### src/rtl/axis_to_rs232.sv
// rtl/axis_to_rs232.sv - stream-to-RS232 8N1/8N2 transmitter with CTS flow control
module axis_to_rs232 #(
    parameter real CLOCK_FREQ = 133000000.0,
    parameter real BAUD_RATE  = 115200.0,
    parameter int  STOP_BITS  = 1
) (
    input  logic       clock,
    input  logic       reset,
    input  logic [7:0] idata,
    input  logic       ivalid,
    output logic       iready,
    output logic       txd_pin,
    input  logic       ctsn_pin,
    output logic       busy
);

    // Real-to-int cast rounds to nearest, giving clocks per bit.
    localparam int BAUD_COUNT = int'(CLOCK_FREQ / BAUD_RATE);
    localparam int TW         = (BAUD_COUNT > 2) ? $clog2(BAUD_COUNT) : 1;
    localparam logic [TW-1:0] RELOAD = TW'(BAUD_COUNT - 1);
    localparam logic [3:0]    LAST_STOP = 4'(STOP_BITS - 1);

    generate
        if (BAUD_COUNT < 2 || (STOP_BITS != 1 && STOP_BITS != 2)) begin : g_bad_param
            $error("axis_to_rs232: BAUD_COUNT must be >= 2 and STOP_BITS 1 or 2");
        end
    endgenerate

    typedef enum logic [1:0] {IDLE, START, DATA, STOP} state_t;

    state_t          state;
    logic [8:0]      shift;
    logic [TW-1:0]   timer;
    logic [3:0]      bit_cnt;
    logic [1:0]      cts_sync;
    logic            cts_n;
    logic            handshake;
    logic            tick;

    assign cts_n     = cts_sync[1];
    // Only registered state feeds iready, so ivalid never loops back into it.
    assign iready    = (state == IDLE) && !cts_n;
    assign handshake = ivalid && iready;
    assign tick      = (state != IDLE) && (timer == '0);

    // Two-flop synchroniser for the receiver's RTSn; resets to "not ready".
    always_ff @(posedge clock or posedge reset) begin
        if (reset) begin
            cts_sync <= 2'b11;
        end else begin
            cts_sync <= {cts_sync[0], ctsn_pin};
        end
    end

    // Frame sequencer; txd and busy are registered views of the current phase.
    always_ff @(posedge clock or posedge reset) begin
        if (reset) begin
            state   <= IDLE;
            shift   <= 9'h1ff;
            timer   <= RELOAD;
            bit_cnt <= 4'd0;
            txd_pin <= 1'b1;
            busy    <= 1'b0;
        end else begin
            txd_pin <= (state != IDLE) ? shift[0] : 1'b1;
            busy    <= (state != IDLE);

            // Timer free-runs only inside a frame; each tick reloads it so bits never drift.
            if (state != IDLE) begin
                if (timer == '0) begin
                    timer <= RELOAD;
                end else begin
                    timer <= timer - 1'b1;
                end
            end

            case (state)
                IDLE: begin
                    if (handshake) begin
                        shift   <= {idata, 1'b0};
                        timer   <= RELOAD;
                        bit_cnt <= 4'd0;
                        state   <= START;
                    end
                end
                START: begin
                    if (tick) begin
                        shift   <= {1'b1, shift[8:1]};
                        bit_cnt <= 4'd0;
                        state   <= DATA;
                    end
                end
                DATA: begin
                    if (tick) begin
                        shift <= {1'b1, shift[8:1]};
                        if (bit_cnt == 4'd7) begin
                            bit_cnt <= 4'd0;
                            state   <= STOP;
                        end else begin
                            bit_cnt <= bit_cnt + 4'd1;
                        end
                    end
                end
                STOP: begin
                    // Shift register is all ones here, so txd stays high.
                    if (tick) begin
                        if (bit_cnt == LAST_STOP) begin
                            bit_cnt <= 4'd0;
                            state   <= IDLE;
                        end else begin
                            bit_cnt <= bit_cnt + 4'd1;
                        end
                    end
                end
                default: state <= IDLE;
            endcase
        end
    end

endmodule
### config.mk
export PLATFORM = sky130hd
export DESIGN_NAME = axis_to_rs232
export DESIGN_NICKNAME = d
export VERILOG_FILES = /design/src/rtl/axis_to_rs232.sv
export SDC_FILE = /design/constraint.sdc
export NUM_CORES = 1
export LEC_CHECK = 0
export ABC_AREA = 1
export CAP_MARGIN = 20
export CELL_PAD_IN_SITES_DETAIL_PLACEMENT = 1
export CELL_PAD_IN_SITES_GLOBAL_PLACEMENT = 1
export CORE_MARGIN = 2
export CORE_UTILIZATION = 40
export DETAILED_ROUTE_END_ITERATION = 12
export GPL_TIMING_DRIVEN = 0
export PLACE_DENSITY = 0.8
export SLEW_MARGIN = 10
export SYNTH_ARGS = -nofsm -noshare
export SYNTH_HDL_FRONTEND = slang
export SYNTH_SLANG_ARGS = --single-unit
### constraint.sdc
create_clock -name clock -period 4.5 [get_ports clock]
set_input_delay 0.45 -clock clock [delete_from_list [all_inputs] [get_ports clock]]
set_output_delay 0.45 -clock clock [all_outputs]
set_load 0.03 [all_outputs]
After elaboration in Yosys (flattened, before gate mapping)
Cells that the tools add are included.

Bits in registers: 30. Input port bits: 12.

$add $sub $neg: 2. Eq/ne operators: 11. Mux-type cells: 22. Reductions and logical operators: 13.

Operator list (number): two-way mux 11 bit (4); two-way mux 4 bit (6); two-way mux 9 bit (2); case mux 9 bit (2 select lines) (1); case mux 4 bit (4 select lines) (1); two-way mux 2 bit (6); != test 2 bit, second input constant (6); logical NOT 11 bit (1); subtractor 11 x 1 -> 11 bit, second input constant (1); case mux 2 bit (4 select lines) (1); AND reduction 6 bit (1); adder 4 x 1 -> 4 bit, second input constant (1); == test 2 bit, second input constant (2); == test 4 x 3 -> 1 bit, second input constant (1); logical NOT 4 bit (1); AND reduction 4 bit (1); nonzero test 2 bit (2); logical AND 1 bit (3); AND reduction 3 bit (1); == test 2 x 1 -> 1 bit, second input constant (1); logical NOT 2 bit (1); != test 2 x 1 -> 1 bit, second input constant (1); OR reduction 2 bit (1); logical NOT 1 bit (1); two-way mux 1 bit (1).

Depth between registers and ports, before layout
Gate-level depths: netlist of the first run.

Word-level depth: 5. Gate-level depth with buffers: 10.

Worst setup path before layout of the first run
No wires, ideal clock.

Path kind: register to register. From: register state[0]. To: register shift[1]. Library setup time: 0.080 ns. Data arrival time: 1.520 ns. Required time: 4.420 ns. Path slack: 2.901 ns. Cell stages (with the launch flop): 11. Path buffers: 1. Clock period less this slack: 1.599 ns. Cell sequence: dfrtp_1 -> inv_1 -> ha_1 -> inv_4 -> nor2_8 -> nand2_4 -> nand2_4 -> nand2_4 -> buf_6 -> nand2_2 -> o21ai_2.

Longest elaborated chain between the ends: 5.

Ends and longest elaborated chain: start, declared (RTL line 31) `state_t state;`; start signal, assigned (RTL line 58) `state <= IDLE;`; start signal, assigned (RTL line 83) `state <= START;`; start signal, assigned (RTL line 90) `state <= DATA;`; logical NOT 2 bit (RTL line 42) `assign iready = (state == IDLE) && !cts_n;`; logical AND 1 bit (RTL line 42); named net iready (RTL line 11) `output logic iready,`; logical AND 1 bit (RTL line 43) `assign handshake = ivalid && iready;`; != test 2 bit (no line); AND reduction 3 bit (no line); end signal, assigned (RTL line 80) `shift <= {idata, 1'b0};`; end signal, assigned (RTL line 88) `shift <= {1'b1, shift[8:1]};`; end signal, assigned (RTL line 95) `shift <= {1'b1, shift[8:1]};`; end, declared (RTL line 32) `logic [8:0] shift;`.

The timed path passes the listed nets, and every way through them passes these cells. A chain may end at the register's enable or synchronous reset.

Worst setup path after layout of the first run
From: register state[1]. To: output port iready.

Longest elaborated chain between the ends: 2.

Ends and longest elaborated chain (RTL line): logical NOT 2 bit (42); logical AND 1 bit (42); end, declared (11).

No other way between the ends.

==> impl_metrics.json, run 1 <==
{
  "postSynthRegisterBits": 30,
  "worst_slew_margin_rel_pct": 58.3,
  "drt_first_pass_iters": 4,
  "timing.final.crit_share_pct": 56.8,
  "critPathLaunchType": "flip-flop",
  "power.switching_fraction_pct": 45.0,
  "buffer_ports.inserted": 14,
  "ys_types": 26,
  "cp_data_arrival_time_ns": 2.10,
  "multi_input_area_sq_um": 796,
  "final.fill_count": 469,
  "cts_htree_levels": 2,
  "core_sq_um": 4000,
  "initial_utilization_pct": 41.5,
  "number_of_cells_produced_by_synthesis": 182,
  "cts-buffers-inserted": 5,
  "synth_nets": 202,
  "fp.dieH_microns": 68.5,
  "detail_route.drc_violations": 0,
  "drv_cap": 0,
  "part_of_the_power_in_registers_pct": 32.7,
  "achievable_clock_frequency_ghz": 0.391,
  "vias_per_cell": 5.15,
  "final_core_util_pct": 49.6,
  "final-hold-violation-count": 0,
  "timing.hold.worst.class": "reg2reg",
  "clkSinkCount": 30,
  "setup-tns-final_ns": 0,
  "vias": 1312,
  "rr_startpoint": "state[0]$_DFFE_PP0P_",
  "report.final.setup_viol": 0,
  "fp-row-count": 23,
  "grt_first_pass_wirelength_microns": 6750,
  "synth_top_cells_by_area": "sky130_fd_sc_hd__dfstp_2 (24%), sky130_fd_sc_hd__dfrtp_1 (23%), sky130_fd_sc_hd__nand2_1 (8.8%)",
  "timing.critical_path.required_ns": 4.05,
  "setup.worst_path.class": "reg2out",
  "ff2ff_setup_slack_ns": 2.65,
  "dieArea_sq_um": 4690,
  "antennaDiodeCount": 0,
  "hold-path-endpoint": "cts_sync[1]$_DFF_PP1_",
  "vias_in_the_first_global_route": 1465,
  "detail-route-antenna-nets": 0,
  "clock_skew_ns": 0.00439,
  "cts_setup_buffers": 0,
  "yosysWarnings": 0,
  "timing.final.crit_period_ns": 2.55,
  "cts_root_buffer": "sky130_fd_sc_hd__clkbuf_8",
  "insertion_delay_ns": 0.28,
  "cts_buffer_depth": 2,
  "power.static_leakage_nw": 0.913,
  "hold-path-cell-count": 0,
  "final_layout_size_suffix_gt1_share_pct": 23.9,
  "highest_ir_drop_seen_on_vdd_v": 0.000493,
  "ys_seq_area_share_pct": 46.3,
  "globalRoute.totalOverflow": 0,
  "gpl.final_weighted_congestion": 0.750,
  "switchingPower_uw": 668,
  "synth_xor_xnor_area_share_pct": 3.16,
  "dp_hpwl_microns": 2950,
  "synth.area.mux_share_pct": 4.22,
  "final-seq-area_sq_um": 769,
  "crit_path_max_fanout": 8,
  "clkPwrFrac_pct": 15.4,
  "synth.top_cell.area_share_pct": 23.7,
  "internal-power_uw": 818,
  "report.final.slew_viol_count": 0,
  "worst_path_clk_slew_ns": 0.07,
  "synth-simple-area-share_pct": 24.8,
  "power.share.combinational_pct": 51.9,
  "synth_compound_area_share_pct": 9.71,
  "yosys.area.top_type": "sky130_fd_sc_hd__dfstp_2",
  "run_status": "finished clean",
  "nNetsFinal": 224,
  "pwr_density_cell_nw_per_um2": 749,
  "grt_start_max_net_pins": 20,
  "synth.cell_area_sq_um": 1660,
  "drtIter0Drc": 27,
  "r2r-end": "timer[9]$_DFF_PP0_",
  "antenna_found_initial": 0,
  "aggregate_global_route_resource_usage_pct": 20.0,
  "cts_tree": "done",
  "hold_path.startpoint": "cts_sync[0]$_DFF_PP1_",
  "quantity_of_gates_resized_following_cts": 0,
  "combinational_family_with_the_most_area_after_synthesis": "simple AND/OR/NAND/NOR gates",
  "synthToLayoutAreaGrowth_pct": 19.4,
  "tightestPinTransition_ns": 0.625,
  "rsz_0062_raised_after_global_routing": "false",
  "synth_area_per_cell_sq_um": 9.13,
  "reg2reg_depth": 8,
  "worst_setup_path_end_kind": "primary output",
  "post_synth_fa_ha_maj_area_fraction_pct": 6.02,
  "die_x_microns": 68.5,
  "ctsHoldBuffers": 0,
  "postRouteWirelength_microns": 3950,
  "top_level_ports": 15,
  "route.detailed.wl_per_inst_microns": 15.5
}
## synthesized netlist by cell type
cell type	count
sky130_fd_sc_hd__nand2_1	39
sky130_fd_sc_hd__inv_1	20
sky130_fd_sc_hd__nor2_1	18
sky130_fd_sc_hd__dfrtp_1	15
sky130_fd_sc_hd__dfstp_2	15
sky130_fd_sc_hd__o21ai_2	12
sky130_fd_sc_hd__nand3_1	11
sky130_fd_sc_hd__ha_1	8
sky130_fd_sc_hd__mux2i_1	7
sky130_fd_sc_hd__o21ai_0	6
sky130_fd_sc_hd__xor2_1	4
sky130_fd_sc_hd__nand2_2	3
sky130_fd_sc_hd__nand2_4	3
sky130_fd_sc_hd__nor3_1	3
sky130_fd_sc_hd__o21ai_1	3
sky130_fd_sc_hd__nand4_1	2
sky130_fd_sc_hd__nor2_2	2
sky130_fd_sc_hd__or2_2	2
sky130_fd_sc_hd__xnor2_1	2
sky130_fd_sc_hd__a21oi_1	1
sky130_fd_sc_hd__buf_6	1
sky130_fd_sc_hd__clkbuf_1	1
sky130_fd_sc_hd__inv_4	1
sky130_fd_sc_hd__nand3_4	1
sky130_fd_sc_hd__nor2_8	1
sky130_fd_sc_hd__o22ai_1	1
## placed cells by master (no fill, tap or decap)
cell and n:
sky130_fd_sc_hd__xor2_1 4, sky130_fd_sc_hd__dfrtp_1 15, sky130_fd_sc_hd__nor2_8 1, sky130_fd_sc_hd__o21ai_0 6, sky130_fd_sc_hd__nand2_1 39, sky130_fd_sc_hd__nand2_2 3, sky130_fd_sc_hd__nand3_4 1, sky130_fd_sc_hd__o21ai_2 12
sky130_fd_sc_hd__nand2_4 3, sky130_fd_sc_hd__nand4_1 2, sky130_fd_sc_hd__inv_1 20, sky130_fd_sc_hd__nor3_1 3, sky130_fd_sc_hd__clkinv_2 1, sky130_fd_sc_hd__buf_16 1, sky130_fd_sc_hd__or2_2 2, sky130_fd_sc_hd__ha_1 8
sky130_fd_sc_hd__inv_4 1, sky130_fd_sc_hd__nor2_1 18, sky130_fd_sc_hd__xnor2_1 2, sky130_fd_sc_hd__nand3_1 11, sky130_fd_sc_hd__clkdlybuf4s50_1 14, sky130_fd_sc_hd__o21ai_1 3, sky130_fd_sc_hd__clkbuf_8 6, sky130_fd_sc_hd__a21oi_1 1
sky130_fd_sc_hd__o22ai_1 1, sky130_fd_sc_hd__nor2_2 2, sky130_fd_sc_hd__dfstp_2 15, sky130_fd_sc_hd__buf_6 1, sky130_fd_sc_hd__mux2i_1 7, sky130_fd_sc_hd__clkbuf_1 2
## layer usage
metal / track usage (%) / up-vias / part of all wire (%)
met4: 7.25 / 0 / 1.8
met3: 4.44 / 8 / 2.5
met5: 0 / - / 0
li1: - / 624 / -
met2: 36.5 / 22 / 53
met1: 22.6 / 658 / 43
## power by group through the flow
| stage | Sequential, mW | Clock (mW) | Combinational, mW |
|---|---|---|---|
| global route | 0.500 | 0.242 | 0.868 |
| CTS | 0.486 | 0.235 | 0.786 |
| global placement | 0.477 | 0 | 0.713 |
| floorplan | 0.486 | 0 | 0.578 |
| detailed placement | 0.487 | 0 | 0.776 |
| finish | 0.485 | 0.229 | 0.772 |
## cell families (layout without fill, tap and decap cells)
group           after synthesis  after routing
fa+ha+maj                     8              8
xor+xnor                      6              6
buf+inv                      23             46
simple gates                 85             85
flops                        30             30
mux                           7              7
compound gates               23             23
## how the worst max path moves through the flow
stage                          from                    to
3_5_place_dp   state[0]$_DFFE_PP0P_                iready
6_report       state[1]$_DFFE_PP0P_                iready
5_1_grt        state[1]$_DFFE_PP0P_                iready
2_1_floorplan  state[0]$_DFFE_PP0P_  shift[1]$_DFFE_PP1P_
4_1_cts        state[0]$_DFFE_PP0P_                iready
3_3_place_gp   state[0]$_DFFE_PP0P_                iready
## per-stage QoR
stage	setup WS (ns)	cell area (sq um)	power, mW	std cells	hold WS [ns]
finish	1.95	1980	1.49	255	0.364
global route	1.83	1980	1.61	255	0.368
CTS	1.92	1980	1.51	255	0.368
detailed placement	2.25	1890	1.26	247	0.355
global placement	2.28	1860	1.19	246	0.349
floorplan	2.90	1660	1.06	182	0.345
## state kept, by name, indices dropped and copies added (netlist names)
| name | cells |
|---|---|
| bit_cnt | 4 |
| busy | 1 |
| cts_sync | 2 |
| shift | 9 |
| state | 2 |
| timer | 11 |
| txd_pin | 1 |
## critical path: stages (launching register included)
cell and delay (ns):
sky130_fd_sc_hd__dfrtp_1 0.42, sky130_fd_sc_hd__inv_1 0.10, sky130_fd_sc_hd__ha_1 0.37, sky130_fd_sc_hd__inv_4 0.13, sky130_fd_sc_hd__nor2_8 0.12, sky130_fd_sc_hd__clkdlybuf4s50_1 0.68
## layout make-up
| type | count | area share [%] |
|---|---|---|
| Clock buffer | 7 | 4.35 |
| Multi-Input combinational cell | 129 | 40.1 |
| Clock inverter | 1 | 0.252 |
| Timing Repair Buffer | 15 | 8.45 |
| Sequential cell | 30 | 38.8 |
| Buffer | 2 | 0.757 |
| Inverter | 21 | 4.10 |
| Tap cell | 50 | 3.15 |
Power figures use the tool's default switching activity.
==> run 2: changes to the inputs <==
- clock period: 4.5 -> 2.65 ns (I/O delays scaled with it)
==> results of run 2 <==
The final DEF is identical to that of run 1. Status: finished clean.
Main changes from that run: setup slack after placement 2.25 ns -> 0.580 ns; setup slack after layout 1.95 ns -> 0.280 ns; hold slack 0.364 ns -> 0.343 ns; register-to-register setup slack 2.65 ns -> 0.80 ns; total power 1.49 mW -> 2.52 mW; worst IR drop on VDD 0.000493 V -> 0.000838 V
